`config.mk`:
```
export PLATFORM = sky130hd
export DESIGN_NAME = axi_line_fetch
export DESIGN_NICKNAME = d
export VERILOG_FILES = /design/src/rtl/axi_line_fetch.sv
export SDC_FILE = /design/constraint.sdc
export NUM_CORES = 1
export LEC_CHECK = 0
export ABC_AREA = 1
export CORE_MARGIN = 2
export CORE_UTILIZATION = 39
export DETAILED_ROUTE_END_ITERATION = 7
export PLACE_DENSITY = 0.66
export RECOVER_POWER = 50
export SLEW_MARGIN = 20
export SYNTH_ARGS = -nofsm -noshare
export SYNTH_HDL_FRONTEND = slang
export SYNTH_SLANG_ARGS = --single-unit
```
`constraint.sdc`:
```
create_clock -name system_clk -period 7.3 [get_ports system_clk]
set_input_delay 1.095 -clock system_clk [delete_from_list [all_inputs] [get_ports system_clk]]
set_output_delay 1.095 -clock system_clk [all_outputs]
set_load 0.005 [all_outputs]
```
`src/rtl/axi_line_fetch.sv`:
```
// rtl/axi_line_fetch.sv - AXI4 burst reader that fetches one display line into the cacheline BRAM
// Optional feature macro: AXI_LINE_FETCH_ERR_CHECK_EN (sticky rresp/rlast error flag)
module axi_line_fetch #(
  parameter logic [31:0] FB_BASE    = 32'h1000_0000,
  parameter int          LINE_WORDS = 960,
  parameter int          BURST_LEN  = 16,
  parameter int          LINES      = 1080
) (
  input  logic        system_clk,
  input  logic        reset,
  input  logic        frame_start,
  input  logic        txn_request,
  output logic        reads_done,
  output logic        wea,
  output logic [31:0] dina,
  output logic [31:0] m_axi_araddr,
  output logic [7:0]  m_axi_arlen,
  output logic [2:0]  m_axi_arsize,
  output logic [1:0]  m_axi_arburst,
  output logic        m_axi_arvalid,
  input  logic        m_axi_arready,
  input  logic [31:0] m_axi_rdata,
  input  logic [1:0]  m_axi_rresp,
  input  logic        m_axi_rlast,
  input  logic        m_axi_rvalid,
  output logic        m_axi_rready,
  output logic        err
);

  typedef enum logic [1:0] {IDLE, ADDR, DATA, DONE} state_t;

  state_t      state, state_nx;
  logic        req_d;
  logic        rewind_pend;
  logic [10:0] line_ptr;
  logic [5:0]  burst_cnt;
  logic [3:0]  beat_cnt;
  logic        beat_ok;
  logic        last_beat;
  logic        last_burst;

  assign beat_ok    = m_axi_rvalid & m_axi_rready;
  assign last_beat  = (beat_cnt == 4'(BURST_LEN - 1));
  assign last_burst = (burst_cnt == 6'(LINE_WORDS / BURST_LEN - 1));

  assign m_axi_arlen   = 8'(BURST_LEN - 1);
  assign m_axi_arsize  = 3'b010;
  assign m_axi_arburst = 2'b01;
  // Address derives from line/burst counters, which never change while in ADDR.
  assign m_axi_araddr  = FB_BASE
                       + (32'(line_ptr) * 32'(LINE_WORDS * 4))
                       + (32'(burst_cnt) * 32'(BURST_LEN * 4));

  // State register.
  always_ff @(posedge system_clk or posedge reset) begin
    if (reset) state <= IDLE;
    else       state <= state_nx;
  end

  // Next-state and handshake outputs; beat count (not rlast) closes each burst.
  always_comb begin
    state_nx      = state;
    m_axi_arvalid = 1'b0;
    m_axi_rready  = 1'b0;
    reads_done    = 1'b0;
    case (state)
      IDLE: if (txn_request && !req_d) state_nx = ADDR;
      ADDR: begin
        m_axi_arvalid = 1'b1;
        if (m_axi_arready) state_nx = DATA;
      end
      DATA: begin
        m_axi_rready = 1'b1;
        if (beat_ok && last_beat) state_nx = last_burst ? DONE : ADDR;
      end
      DONE: begin
        reads_done = 1'b1;
        state_nx   = IDLE;
      end
      default: state_nx = IDLE;
    endcase
  end

  // Counters, BRAM write port, request edge detect and line pointer / rewind handling.
  always_ff @(posedge system_clk or posedge reset) begin
    if (reset) begin
      req_d       <= 1'b0;
      wea         <= 1'b0;
      dina        <= 32'd0;
      beat_cnt    <= 4'd0;
      burst_cnt   <= 6'd0;
      line_ptr    <= 11'd0;
      rewind_pend <= 1'b0;
    end else begin
      req_d <= txn_request;
      wea   <= beat_ok;
      if (beat_ok) begin
        dina     <= m_axi_rdata;
        beat_cnt <= last_beat ? 4'd0 : beat_cnt + 4'd1;
        if (last_beat && !last_burst) burst_cnt <= burst_cnt + 6'd1;
      end
      if (state == DONE) begin
        if (rewind_pend || frame_start)        line_ptr <= 11'd0;
        else if (line_ptr == 11'(LINES - 1))   line_ptr <= 11'd0;
        else                                   line_ptr <= line_ptr + 11'd1;
        rewind_pend <= 1'b0;
        burst_cnt   <= 6'd0;
      end else if (frame_start) begin
        if (state == IDLE) line_ptr    <= 11'd0;
        else               rewind_pend <= 1'b1;
      end
    end
  end

`ifdef AXI_LINE_FETCH_ERR_CHECK_EN
  // Sticky flag for error responses or rlast out of step with the beat count.
  always_ff @(posedge system_clk or posedge reset) begin
    if (reset) err <= 1'b0;
    else if (beat_ok && ((m_axi_rresp != 2'b00) || (m_axi_rlast != last_beat))) err <= 1'b1;
  end
`else
  logic unused_resp;
  assign unused_resp = ^{m_axi_rresp, m_axi_rlast};
  assign err         = 1'b0;
`endif

endmodule

```
==> results of run 1 <==
cell usage in the layout (no fill, tap or decap), types with 2 or more instances in the layout:
master           Yosys  routed
ha_1                40      40
clkbuf_16            0       9
bufinv_16            0       3
dfrtp_1             58      58
nor3_1               8       8
o22ai_1              3       3
clkdlybuf4s50_1      0      67
nand3_4              2       2
inv_1               81      80
nand2_2             10       9
nand3_1             24      24
dlygate4sd3_1        0      24
nor2_2               3       2
nand3b_1             2       2
nand2_1            192     193
nor2_4               5       5
a21oi_1             20      20
xor2_1              10      10
nand4_1              7       7
fa_1                20      20
nor2_1              24      25
xnor2_1              7       7
inv_2                7       7
clkinv_1             1       2
clkinv_4             0       3
o21ai_0              8       9
nand3_2              5       5
nand2_4              5       5
conb_1               2      28
stage by stage:
stage          hold slack, ns  util (%)  setup slack [ns]  instance area [um2]  std cells
2_1_floorplan           0.472         -              3.11                 4740        616
3_3_place_gp            0.460      48.6              2.47                 5590        815
3_5_place_dp            0.464      48.6              2.40                 5590        815
4_1_cts                 0.480      51.6              2.05                 5940        831
5_1_grt                 0.502      51.5              1.83                 5930        831
6_report                0.473      51.5              2.08                 5930        831
layout make-up:
cell class | instances | area (um2) | area share (%)
clock buffer | 9 | 225 | 3.80
clock inverter | 7 | 125 | 2.11
inverter | 89 | 334 | 5.63
multi-input combinational | 433 | 2700 | 45.6
sequential | 58 | 1450 | 24.5
tap | 143 | 179 | 3.02
timing repair buffer | 92 | 915 | 15.4
per-layer routing:
layer  wire (um)  vias to the layer above  share of wire [%]  GRT usage (%)
li1            -                     1956                  -              -
met1        4170                     1748                 43           19.0
met2        4450                      117                 46           26.7
met3         912                       13                9.4           6.70
met4         142                        0                1.5           5.04
met5           0                        -                  0              0
cells by family (layout without fill, tap and decap cells):
kind of cell,count (synthesis),in the layout
AO/OA/AOI/OAI,37,37
XOR/XNOR,17,17
adder cells (fa/ha/maj),60,60
buffers and inverters,125,197
flip-flops,58,58
other,2,28
AND/OR/NAND/NOR,291,291
state kept, by name, summed over array words and instances, names as in the netlist:
register	cells
dina	32
rewind_pend	1
beat_cnt	4
req_d	1
line_ptr	11
state	2
burst_cnt	6
wea	1
worst paths after layout:
path / cells past startpoint / start / to
min in group asynchronous: 3 / reset / wea
worst max-delay path: 13 / line_ptr[0] / m_axi_araddr[20]
worst min register to register: 2 / dina[12] / dina[12]
worst max register to register: 6 / state[0] / beat_cnt[0]
max in group asynchronous: 3 / reset / line_ptr[1]
worst min-delay path: 2 / dina[12] / dina[12]
worst max-delay path, cell delays in order, from the launching register on:
cell	delay [ns]
dfrtp_1	0.46
fa_1	0.54
fa_1	0.55
fa_1	0.43
ha_1	0.35
and3_1	0.19
nor2_1	0.07
nor2_4	0.10
nand2_2	0.07
nor2_4	0.15
nand3_4	0.11
nor2_4	0.13
xnor2_1	0.13
clkdlybuf4s50_1	0.52
power by group:
group | leakage, uW | internal (uW) | switching [uW]
Combinational | 0.00225 | 264 | 253
Sequential | 0.000748 | 427 | 65.7
Clock | 0.000170 | 336 | 156
==> out/qor.csv, run 1 <==
stage,metric,value,unit
synth,synth_top_family_by_area,simple AND/OR/NAND/NOR gates,
sta,tns,0,ns
clock_tree,root_buffer,clkbuf_16,
layout,fin_nets,784,
synth,synthArstFlopShare,100,%
synth,ys_warn_count,0,
synth,ys.flop_type,dfrtp_1,
clock_tree,cts.sinks,58,
synth,ys_ff_latch,58,
floorplan,die_w,113,um
run,cap_violations,1,
worst_setup_path,required,6.20,ns
detailed_routing,drtIter0Drc,126,
floorplan,start_util,40.3,%
synth,yosysTopAreaCellShare,31.3,%
synth,synthXorXnorAreaFrac,3.21,%
synth,yosysSeqAreaShare,31.3,%
layout,fillers,1088,
detailed_routing,firstDrtPassIters,7,
synth,synth_cell_type_count,36,
synth,synthAdderAreaFrac,19.4,%
detailed_routing,avgRoutedWirePerCell,11.6,um
worst_setup_path,startpoint_type,register,
detailed_routing,ant_nets,0,
placement,port_buffers,91,
worst_setup_path,crit_type,reg2out,
detailed_routing,drc,9,
worst_setup_path,cp.arrival,4.12,ns
placement,gp_congestion,0.829,
placement,place_hpwl,7.52,mm
power_and_ir_drop,p_total,1500,uW
power_and_ir_drop,powerDensity,253,nW/um2
synth,synthMuxAreaShare,0,%
synth,synth-edff-count,0,
clock_tree,cts_buffer_depth,2,
synth,synth_most_common_cell,nand2_1,
detailed_routing,dr_total_vias,3834,
floorplan,rows,39,
synth,synth_compound_area_share,4.36,%
global_route,grt_antenna_before_repair,0,
power_and_ir_drop,vdd_drop_max,0.000174,V
clock_tree,post-cts-setup-buffer-count,0,
sta,max_freq,0.192,GHz
global_route,grt_pass1_vias,3870,
synth,syn_area,4640,um2
worst_setup_path,critPathMaxFanout,6,
global_route,grt_remaining_overflow,0,
clock_tree,hold_buffers,0,
sta,period_share,71.5,%
synth,synth_area_per_cell,7.87,um2
clock_tree,htreeDepth,3,
outcome,violations,"DRC, capacitance limit, slew limit",
sta,hold_viol_final,0,
synth,synth-simple-area-share,29.1,%
power_and_ir_drop,leakage,0.00316,uW
global_route,grt_pass1_wl,17.0,mm
sta,worst_pin_slew,3.12,ns
detailed_routing,drt-vias-per-instance,4.61,
clock_tree,numCtsBuffers,9,
synth,syn-instance-count,590,
global_route,track_usage,16.1,%
synth,yosysTopAreaCell,dfrtp_1,
layout,drive_gt1_share,7.85,%
clock_tree,clk_latency,0.33,ns
sta,skew,0.00702,ns
floorplan,core,11500,um2
outcome,outcome,"complete, but fails checks",
detailed_routing,wirelength,9.67,mm
clock_tree,cts_tree,built,
layout,area_growth,27.7,%
synth,synth_area_leaders,"dfrtp_1 (31%), nand2_1 (16%), ha_1 (11%), fa_1 (8.6%), inv_1 (6.5%)",
floorplan,dieArea,12800,um2
sta,rsz0062_at_grt,no,
layout,antenna-diode-count,0,
floorplan,die_h,113,um
floorplan,io_pins,123,
sta,max_slew_margin,-108,%
sta,fin_crit,5.22,ns
synth,synth_common_cells,"nand2_1 (192), inv_1 (81), dfrtp_1 (58), ha_1 (40), buf_4 (30)",
worst_setup_path,r2r_slack,3.93,ns
worst_setup_path,cp-end-kind,primary output,
clock_tree,clk_pin_slew,0.06,ns
sta,slew_viol_final,59,
hold_path,min_path_type,reg2reg,
sta,finalSetupViolCount,0,
global_route,grt_start_max_net_pins,59,
clock_tree,cts_resized,0,
(Power assumes the default switching activity.)
==> run 2: changes to the inputs <==
==> constraint.sdc (replaced) <==
create_clock -name system_clk -period 5.1 [get_ports system_clk]
set_input_delay 0.765 -clock system_clk [delete_from_list [all_inputs] [get_ports system_clk]]
set_output_delay 0.765 -clock system_clk [all_outputs]
set_load 0.005 [all_outputs]
==> run 2 against run 1 <==
Effect of this change: the run still ends with DRC, capacitance limit, slew limit left; clock skew rose by 0.0010 ns; design area fell by 0.40%; clock-buffer cell count rose by 1; wire length fell by 3.1%; setup slack got worse by 1.9 ns; sequential power rose by 43%; global-route usage fell by 0.41 points.
==> out/qor.csv, run 2 (synthesis results as in run 1) <==
stage,metric,value,unit,change
layout,largest_registers,"dina (32), line_ptr (11), burst_cnt (6)",,
floorplan,core,11500,um2,unchanged
detailed_routing,firstDrtPassIters,7,,unchanged
power_and_ir_drop,vdd_drop_max,0.000284,V,+63%
worst_setup_path,crit_chain,"fa_1, fa_1, fa_1, ha_1, and3_1, nor2_1, nor2_4, nand2_2, nor2_4, inv_1, nor2_1, nand3_1, nand2_1, nand2_1, inv_1, clkdlybuf4s50_1",,
sta,finalSetupViolCount,0,,unchanged
sta,rsz0062_at_grt,no,,
layout,antenna-diode-count,0,,unchanged
worst_setup_path,critPathMaxFanout,6,,unchanged
floorplan,die_h,113,um,unchanged
clock_tree,cts_buffer_depth,2,,unchanged
power_and_ir_drop,leakage,0.00315,uW,-0.54%
clock_tree,htreeDepth,3,,unchanged
layout,final_util,51.3,%,-0.21 points
detailed_routing,drt-vias-per-instance,4.62,,about the same
detailed_routing,dr_total_vias,3837,,+0.078%
sta,fin_crit,4.88,ns,
clock_tree,cts_tree,built,,
power_and_ir_drop,p_total,2090,uW,+39%
layout,layout_commonest_cell,nand2_1,,
clock_tree,cts.sinks,58,,unchanged
clock_tree,root_buffer,clkbuf_16,,
layout,largest_register_ff_count,32,,unchanged
hold_path,min_path_type,reg2reg,,
outcome,outcome,"complete, but fails checks",,
floorplan,dieArea,12800,um2,unchanged
worst_setup_path,crit_buf_inv,3,,+2
layout,fin_nets,785,,+0.13%
sta,slew_viol_final,96,,+63%
global_route,grt_antenna_before_repair,0,,unchanged
layout,regMostFlops,dina,,
global_route,grt_start_max_net_pins,59,,unchanged
sta,max_freq,0.205,GHz,
detailed_routing,wirelength,9.38,mm,-3.1%
power_and_ir_drop,powerDensity,353,nW/um2,+40%
sta,skew,0.00804,ns,+0.00102 ns
sta,period_share,95.7,%,
detailed_routing,avgRoutedWirePerCell,11.3,um,-3.1%
clock_tree,clk_pin_slew,0.05,ns,about the same
worst_setup_path,crit_top_cell,fa_1,,
worst_setup_path,crit_family,adder cells,,
worst_setup_path,cp.arrival,4.11,ns,about the same
layout,area_growth,27.2,%,
run,cap_violations,2,,+1
clock_tree,clk_latency,0.32,ns,about the same
layout,stdcell_area,5910,um2,-0.40%
floorplan,io_pins,123,,unchanged
floorplan,die_w,113,um,unchanged
global_route,track_usage,15.7,%,-0.41 points
worst_setup_path,cp_slowest_cell,fa_1,,
clock_tree,hold_buffers,0,,unchanged
placement,pre_cts_slack,0.521,ns,-1.88 ns
placement,gp_congestion,0.847,,+2.2%
placement,place_hpwl,7.42,mm,-1.4%
worst_setup_path,required,4.34,ns,-1.86 ns
sta,hold_viol_final,0,,unchanged
clock_tree,numCtsBuffers,9,,unchanged
floorplan,rows,39,,unchanged
placement,placed_area,5600,um2,+0.13%
worst_setup_path,critPathMaxStageDelay,0.55,ns,about the same
worst_setup_path,cp-end-kind,primary output,,
detailed_routing,drc,9,,unchanged
sta,tns,0,ns,unchanged
outcome,violations,"DRC, capacitance limit, slew limit",,
global_route,grt_pass1_wl,16.6,mm,-2.0%
global_route,grt_pass1_vias,3898,,+0.72%
worst_setup_path,crit_type,reg2out,,
sta,worst_pin_slew,3.08,ns,-0.0434 ns
detailed_routing,ant_nets,0,,unchanged
sta,worst_slack,0.220,ns,-1.86 ns
worst_setup_path,startpoint_type,register,,
layout,final_cell_mix,"nand2_1 (192), inv_1 (79), clkdlybuf4s50_1 (69), dfrtp_1 (56), ha_1 (40)",,
sta,max_slew_margin,-105,%,+2.9 points
detailed_routing,drtIter0Drc,142,,+13%
placement,port_buffers,91,,unchanged
global_route,grt_remaining_overflow,0,,unchanged
layout,drive_gt1_share,8.28,%,+0.44 points
floorplan,start_util,40.3,%,unchanged
[run 2: repair_timing]
action	CTS	global route
buffers inserted	0	0
gates resized for setup	0	3
endpoints found under the setup margin	0	1
[run 2: power by group]
group | leakage [uW] | switching, uW | total (uW) | internal, uW
registers | 0.000745 | 93.4 | 705 | 612
clock network | 0.000158 | 204 | 640 | 436
logic | 0.00224 | 360 | 743 | 383
[run 2: final cells by class]
type	count	area, um2
clock buffer	10	239
clock inverter	5	78.8
fill	1085	5610
inverter	89	334
multi-input combinational	433	2710
sequential	58	1450
tap	143	179
timing repair buffer	93	918
[run 2: routing by layer]
metal | GRT usage, % | wire, um | vias to the layer above
met1 | 17.9 | 4010 | 1759
li1 | - | - | 1950
met2 | 27.3 | 4390 | 117
met3 | 6.21 | 863 | 11
met5 | 0 | 0 | -
met4 | 4.39 | 114 | 0
[run 2: final timing paths]
path | slack, ns | startpoint | cells after the start | end
worst max-delay path | 0.22 | line_ptr[0] | 16 | m_axi_araddr[22]
worst min-delay path | 0.47 | dina[16] | 2 | dina[16]
worst max register to register | 1.26 | state[0] | 7 | beat_cnt[0]
worst min register to register | 0.47 | dina[16] | 2 | dina[16]
max in group asynchronous | 1.07 | reset | 3 | line_ptr[0]
min in group asynchronous | 2.07 | reset | 3 | dina[16]
[run 2: tightest hold or removal path, stage by stage, from the launching register on]
cell and delay, ns:
dfrtp_1 0.33, nand2_1 0.05, nand2_1 0.06
[run 2: stage by stage]
stage          hold slack [ns]  std cells
4_1_cts                  0.479        831
6_report                 0.470        831
3_5_place_dp             0.467        816
2_1_floorplan            0.472        616
5_1_grt                  0.494        831
3_3_place_gp             0.460        816
